[config.mk]
export PLATFORM = sky130hd
export DESIGN_NAME = sseg_scan_driver
export DESIGN_NICKNAME = d
export VERILOG_FILES = /design/src/rtl/sseg_scan_driver.sv
export SDC_FILE = /design/constraint.sdc
export NUM_CORES = 1
export LEC_CHECK = 0
export BUFFER_PORTS_ARGS = -buffer_cell sky130_fd_sc_hd__buf_2
export CAP_MARGIN = 20
export CORE_MARGIN = 2
export CORE_UTILIZATION = 55
export CTS_BUF_LIST = sky130_fd_sc_hd__clkbuf_4 sky130_fd_sc_hd__clkbuf_8
export DETAILED_ROUTE_END_ITERATION = 10
export GPL_ROUTABILITY_DRIVEN = 0
export PLACE_DENSITY = 0.76
export SETUP_SLACK_MARGIN = 0.02
export SYNTH_ARGS = -nofsm -noshare
export SYNTH_HDL_FRONTEND = slang
export SYNTH_SLANG_ARGS = --single-unit
[constraint.sdc]
create_clock -name clk -period 3.15 [get_ports clk]
set_input_delay 0.1575 -clock clk [delete_from_list [all_inputs] [get_ports clk]]
set_output_delay 0.1575 -clock clk [all_outputs]
set_load 0.005 [all_outputs]
[src/rtl/sseg_scan_driver.sv]
// Multiplexed scanner for a common-anode seven-segment display.
// Frame-aligned double buffering keeps every displayed frame coherent.
module sseg_scan_driver #(
  parameter int DIGITS  = 4,
  parameter int CLK_DIV = 100000,
  parameter int DIV_W   = 17
) (
  input  logic                  clk,
  input  logic                  rst,
  input  logic                  load,
  input  logic [4*DIGITS-1:0]   value,
  input  logic                  blank_lz,
  output logic [3:0]            nibble,
  output logic [DIGITS-1:0]     an,
  output logic                  blank,
  output logic                  pending
);

  localparam int IDX_W = (DIGITS > 1) ? $clog2(DIGITS) : 1;
  localparam int VW    = 4 * DIGITS;

  logic [DIV_W-1:0]  div_q, div_d;
  logic [IDX_W-1:0]  idx_q, idx_d;
  logic [VW-1:0]     disp_q, disp_d;
  logic [VW-1:0]     shadow_q, shadow_d;
  logic              pend_q, pend_d;
  logic [3:0]        nib_q, nib_d;
  logic [DIGITS-1:0] an_q, an_d;
  logic              blank_q, blank_d;

  logic          tick;
  logic          fb;
  logic          lz;
  logic [VW-1:0] upper;

  assign tick = (div_q == DIV_W'(CLK_DIV - 1));
  assign fb   = tick && (idx_q == IDX_W'(DIGITS - 1));

  always_comb begin
    div_d    = tick ? '0 : div_q + 1'b1;
    idx_d    = idx_q;
    disp_d   = disp_q;
    shadow_d = shadow_q;
    pend_d   = pend_q;
    if (tick) begin
      idx_d = (idx_q == IDX_W'(DIGITS - 1)) ? '0 : idx_q + 1'b1;
    end
    // A load landing on the boundary bypasses the shadow wait.
    if (fb && load) begin
      disp_d   = value;
      shadow_d = value;
      pend_d   = 1'b0;
    end else if (fb && pend_q) begin
      disp_d = shadow_q;
      pend_d = 1'b0;
    end else if (load) begin
      shadow_d = value;
      pend_d   = 1'b1;
    end
  end

  always_comb begin
    upper   = disp_q >> {idx_q, 2'b00};
    lz      = blank_lz && (idx_q != '0) && (upper == '0);
    nib_d   = disp_q[{idx_q, 2'b00} +: 4];
    an_d    = lz ? '1 : ~(DIGITS'(1) << idx_q);
    blank_d = lz;
  end

  always_ff @(posedge clk or posedge rst) begin
    if (rst) begin
      div_q    <= '0;
      idx_q    <= '0;
      disp_q   <= '0;
      shadow_q <= '0;
      pend_q   <= 1'b0;
      nib_q    <= '0;
      an_q     <= '1;
      blank_q  <= 1'b1;
    end else begin
      div_q    <= div_d;
      idx_q    <= idx_d;
      disp_q   <= disp_d;
      shadow_q <= shadow_d;
      pend_q   <= pend_d;
      nib_q    <= nib_d;
      an_q     <= an_d;
      blank_q  <= blank_d;
    end
  end

  assign nibble  = nib_q;
  assign an      = an_q;
  assign blank   = blank_q;
  assign pending = pend_q;

endmodule

# After elaboration in Yosys (flattened, before gate mapping)
# Cells that the tools add are included.
# word_totals
register_bits	61
latchBits	0
mem_bits_rw	0
romBits	0
wordCells	39
memories	0
# classes
add_sub_neg	2
multipliers	0
n_div	0
n_lt_le_gt_ge	0
eq_ne	3
shift	3
n_mux	11
n_bitwise	1
n_reduce_logical	11
# ops
cell	n
$mux 16	5
$add 17x1->17 const B	1
$eq 17x17->1 const B	1
$mux 17	1
$logic_not 16->1	1
$shiftx 16x5->4	1
$shr 16x4->16	1
$reduce_bool 2->1	3
$logic_and 1x1->1	5
$mux 4	1
$not 4->4	1
$shl 1x2->4 const A	1
$mux 1	3
$reduce_bool 3->1	1
$add 2x1->2 const B	1
$eq 2x2->1 const B	1
$mux 2	1
$ne 2x2->1 const B	1
$reduce_and 2->1	1

# Longest topological paths before layout
# depth
word_depth	5
ltp_mapped	8

# Least setup slack after synthesis
# Ideal clock, no wire load.
# synth_timing
path_type	reg-to-reg
startpoint	register div_q[11]
endpoint	register disp_q[0]
setup_time_ns	0.125
t_arrival_ns	2.421
path_slack_ns	0.604
stages_incl_launch_ff	8
path_buffers	3
period_less_slack_ns	2.546
path_cell_list	dfrtp_1 -> or4_1 -> or4_1 -> buf_2 -> or3b_1 -> buf_6 -> buf_6 -> mux2_4
# synth_between
elab_chain_cells	4
word_cells_on_any_way	6
classes_between	1 x eq/ne; 1 x mux; 4 x reduce/logical
# synth_rtl
item	line	source
from (decl)	22	logic [DIV_W-1:0] div_q, div_d;
from (signal assigned)	81	div_q <= div_d;
$eq 17x17->1 (*)	36	assign tick = (div_q == DIV_W'(CLK_DIV - 1));
$logic_and 1x1->1 (*)	37	assign fb = tick && (idx_q == IDX_W'(DIGITS - 1));
$logic_and 1x1->1, on equally long branches	49, 53	
$mux 16 or $reduce_bool 2->1 (tied branches)	--	
to (signal assigned)	83	disp_q <= disp_d;
to (decl)	24	logic [VW-1:0] disp_q, disp_d;
# Mark *: on every way between the ends. The rest lies on a longest branch, timed or not.
# A chain may end at the register's enable or synchronous reset.

# Worst setup path after layout
# layout_timing
startpoint	register div_q[11]
endpoint	register disp_q[7]
# Same word-level chain as after synthesis.

==> results.md <==
• result of the run: finished clean
• clock insertion delay at the later pin of the skew report: 0.33 ns
• maximum vdd ir drop: 0.286 mV
• most used cell, CP: sky130_fd_sc_hd__or4_1
• power density of the placed cells: 507 mW/mm^2
• total CTS buffers: 9
• CP max stage delay: 0.75 ns
• Top Ports: 30
• P&R area growth vs syn: 15.1%
• GRT Overall Usage: 18.9%
• standard cell core area: 0.00444 sq mm
• Setup crit start: div_q[11]
• crit path max-delay cell type: sky130_fd_sc_hd__or3b_1
• CP arrival: 3.04 ns
• Die Y-Extent: 72.4 um
• buffer cell driving the clock tree root: sky130_fd_sc_hd__clkbuf_8
• Max Root-Sink Buffers: 2
• Critical Path End Type: register
• final setup TNS: 0 ns
• largest area contributor in the synthesized netlist: sky130_fd_sc_hd__dfrtp_1
• Final Routed Wirelength: 4360 um
• number of nets in the finished design: 245
• initial detailed-routing violation count: 82
• ratio of final minimum period to clock period: 90.0%
• Post-CTS Setup Inserts: 0
• max-cap check violation count: 0
• first-pass GRT wire length: 7250 um
• die outline area: 0.00525 sq mm
• count of H-tree levels built during CTS: 3
• classification of the worst setup path: register to register
• cts hold-fix bufs: 0
• Vias/cell: 5.57
• DR vias: 1531
• setup repair after global routing missed its margin: false
• drt first pass iters: 4
• share of the yosys chip area belonging to registers: 59.5%
• worst slew pin tran: 0.842 ns
• Min-Delay Path Class: input port to register
• clock sink count: 61
• Ant. Diodes: 0
• Final Hold Slack: 0.0803 ns
• flip-flop cell with the highest count after synthesis: sky130_fd_sc_hd__dfrtp_1
• total power of the final layout: 1500 uW
• pin count of the biggest net entering global routing: 58
• cells traversed along the worst timing path: or4_1 > or4_1 > or3b_1 > mux2_4
• antenna violation net count after detailed routing: 0
• detail-routed net length per standard cell: 15.9 um
• Synth Net Count: 209
• fin crit period: 2.83 ns
• Util after Layout: 66.7%
• Clock transition at path regs: 0.06 ns
• count of state elements after synthesis: 61
• fraction of registers with async set/reset: 100%
• CP max FO: 16
• count of port buffers added during placement: 29
• number of distinct library cells after synthesis: 29
• Syn Std Cell Area: 0.00257 sq mm
• post-synth top area share: 54.4%
• PostCTS Resize Cnt: 0
• remaining global-route overflow: 0
• post-route clock skew: 0.00819 ns
• Leak: 0.00145 uW
• worst path required time: 3.35 ns
• die width: 72.4 um
• fraction of layout cells with a size suffix above 1: 39.5%
• clock tree from TritonCTS: yes
• nature of the critical path startpoint: register
• Gate Count Post-Synth: 184
• antenna violations before repair: 0
• Post-DP HPWL: 3050 um
• maximum achievable frequency: 353 MHz
• worst max-slew margin expressed relative to the limit: 43.8%
• final count of hold timing violations: 0
• Pins Over Slew Limit: 0
• number of setup violations in the final report: 0
• average cell area after synthesis: 14.0 sq um
• vias in the first global route: 1561
• Std-Cell Rows: 24
• number of filler cells placed in the layout: 317
• area taken by flip-flops and latches: 0.00153 sq mm
• initial standard-cell utilization of the core: 57.9%
• # DRC: 0
• yosys warns: 0
• worst hold path startpoint: value[8]
• count of flip-flops with a built-in enable after synthesis: 0
• multi-input gate area in the final layout: 970 sq um
• top area cells in the synthesized netlist: sky130_fd_sc_hd__dfrtp_1 54%, sky130_fd_sc_hd__mux2_2 10%, sky130_fd_sc_hd__mux2_4 5.8%
• startpoint of the most critical register-to-register path: div_q[11]
## worst max-delay path, delay by kind of cell, from the launching register on
kind | cells | cell delay (ns)
and+or+nand+nor | 3 | 1.87
DFF | 1 | 0.41
muxes | 1 | 0.43
## cells by family after synthesis
kind of cell | Yosys count | synth area share (%)
DFF | 61 | 59.5
and+or+nand+nor | 46 | 9.72
muxes | 38 | 19.8
buffers and inverters | 15 | 2.82
xor gates and xnor gates | 13 | 4.42
AOI/OAI and AO/OA | 6 | 1.31
adders and majority gates | 5 | 2.43
## cell type report
cell class                 instances  share of cell area, %
inverter                           8                   1.01
timing repair buffer              32                   6.16
sequential                        61                   51.7
clock buffer                      13                   6.04
multi-input combinational        108                   32.7
clock inverter                     1                  0.169
tap                               52                   2.20
## flip-flops by register name, summed over array words and instances, names as in the netlist
register,cells
an,4
blank,1
disp_q,16
div_q,17
idx_q,2
nibble,4
pending,1
shadow_q,16
## cell usage in the layout (no fill, tap or decap)
cell type and n:
sky130_fd_sc_hd__dfrtp_1 56, sky130_fd_sc_hd__buf_2 29, sky130_fd_sc_hd__mux2_2 23, sky130_fd_sc_hd__clkbuf_8 13, sky130_fd_sc_hd__mux2_4 10, sky130_fd_sc_hd__nor2_1 9, sky130_fd_sc_hd__nand2_1 8, sky130_fd_sc_hd__xnor2_1 8
sky130_fd_sc_hd__inv_1 7, sky130_fd_sc_hd__nand3_1 7, sky130_fd_sc_hd__nand4_1 6, sky130_fd_sc_hd__nor4_1 5, sky130_fd_sc_hd__xor2_1 5, sky130_fd_sc_hd__ha_1 5, sky130_fd_sc_hd__dfstp_2 5, sky130_fd_sc_hd__mux4_2 4
sky130_fd_sc_hd__o21ai_0 3, sky130_fd_sc_hd__or4_1 3, sky130_fd_sc_hd__a21oi_1 2, sky130_fd_sc_hd__nor3_1 2, sky130_fd_sc_hd__a211o_1 1, sky130_fd_sc_hd__nand4bb_1 1, sky130_fd_sc_hd__nand4b_1 1, sky130_fd_sc_hd__mux2i_1 1
sky130_fd_sc_hd__and4_1 1, sky130_fd_sc_hd__and2_1 1, sky130_fd_sc_hd__inv_2 1, sky130_fd_sc_hd__or3b_1 1, sky130_fd_sc_hd__or3_1 1, sky130_fd_sc_hd__clkinv_2 1, sky130_fd_sc_hd__dlygate4sd3_1 1, sky130_fd_sc_hd__buf_12 1
sky130_fd_sc_hd__buf_4 1
## cell usage after synthesis, drive strengths merged (2+ instances only)
cell type	count
nand3	7
nor2	9
dfrtp	56
dfstp	5
clkbuf	4
nor3	2
buf	3
a21oi	2
mux4	4
o21ai	3
xnor2	8
or4	3
ha	5
mux2	33
xor2	5
nand4	6
nand2	8
nor4	5
inv	8
## metal layers
metal  up-vias  track usage, %  share of wire, %
met4         0            11.1               2.6
li1        717               -                 -
met2        36            27.9                45
met3        10            4.72               3.6
met1       768            25.6                49
met5         -               0                 0
## worst paths after layout
check                               to  slack, ns  depth (start not counted)
setup / recovery             disp_q[7]       0.32                          4
hold / removal             shadow_q[8]       0.08                          2
setup reg to reg             disp_q[7]       0.32                          4
hold reg to reg              div_q[12]       0.50                          1
max in group asynchronous        blank       2.08                          5
min in group asynchronous    nibble[1]       0.34                          3
## stage by stage
step | area [sq um] | setup WS (ns) | instances
6_report | 2960 | 0.316 | 275
5_1_grt | 2960 | 0.228 | 275
4_1_cts | 2930 | 0.313 | 273
3_5_place_dp | 2750 | 0.317 | 259
3_3_place_gp | 2750 | 0.398 | 259
2_1_floorplan | 2570 | 0.604 | 184
## power by group
| part | leakage [uW] | total, uW | switching, uW | internal [uW] |
|---|---|---|---|---|
| Clock | 0.0000974 | 630 | 268 | 361 |
| Combinational | 0.000571 | 65.2 | 33.6 | 31.7 |
| Sequential | 0.000779 | 809 | 5.06 | 804 |
| Total | 0.00145 | 1500 | 307 | 1200 |
(Power assumes the default switching activity.)
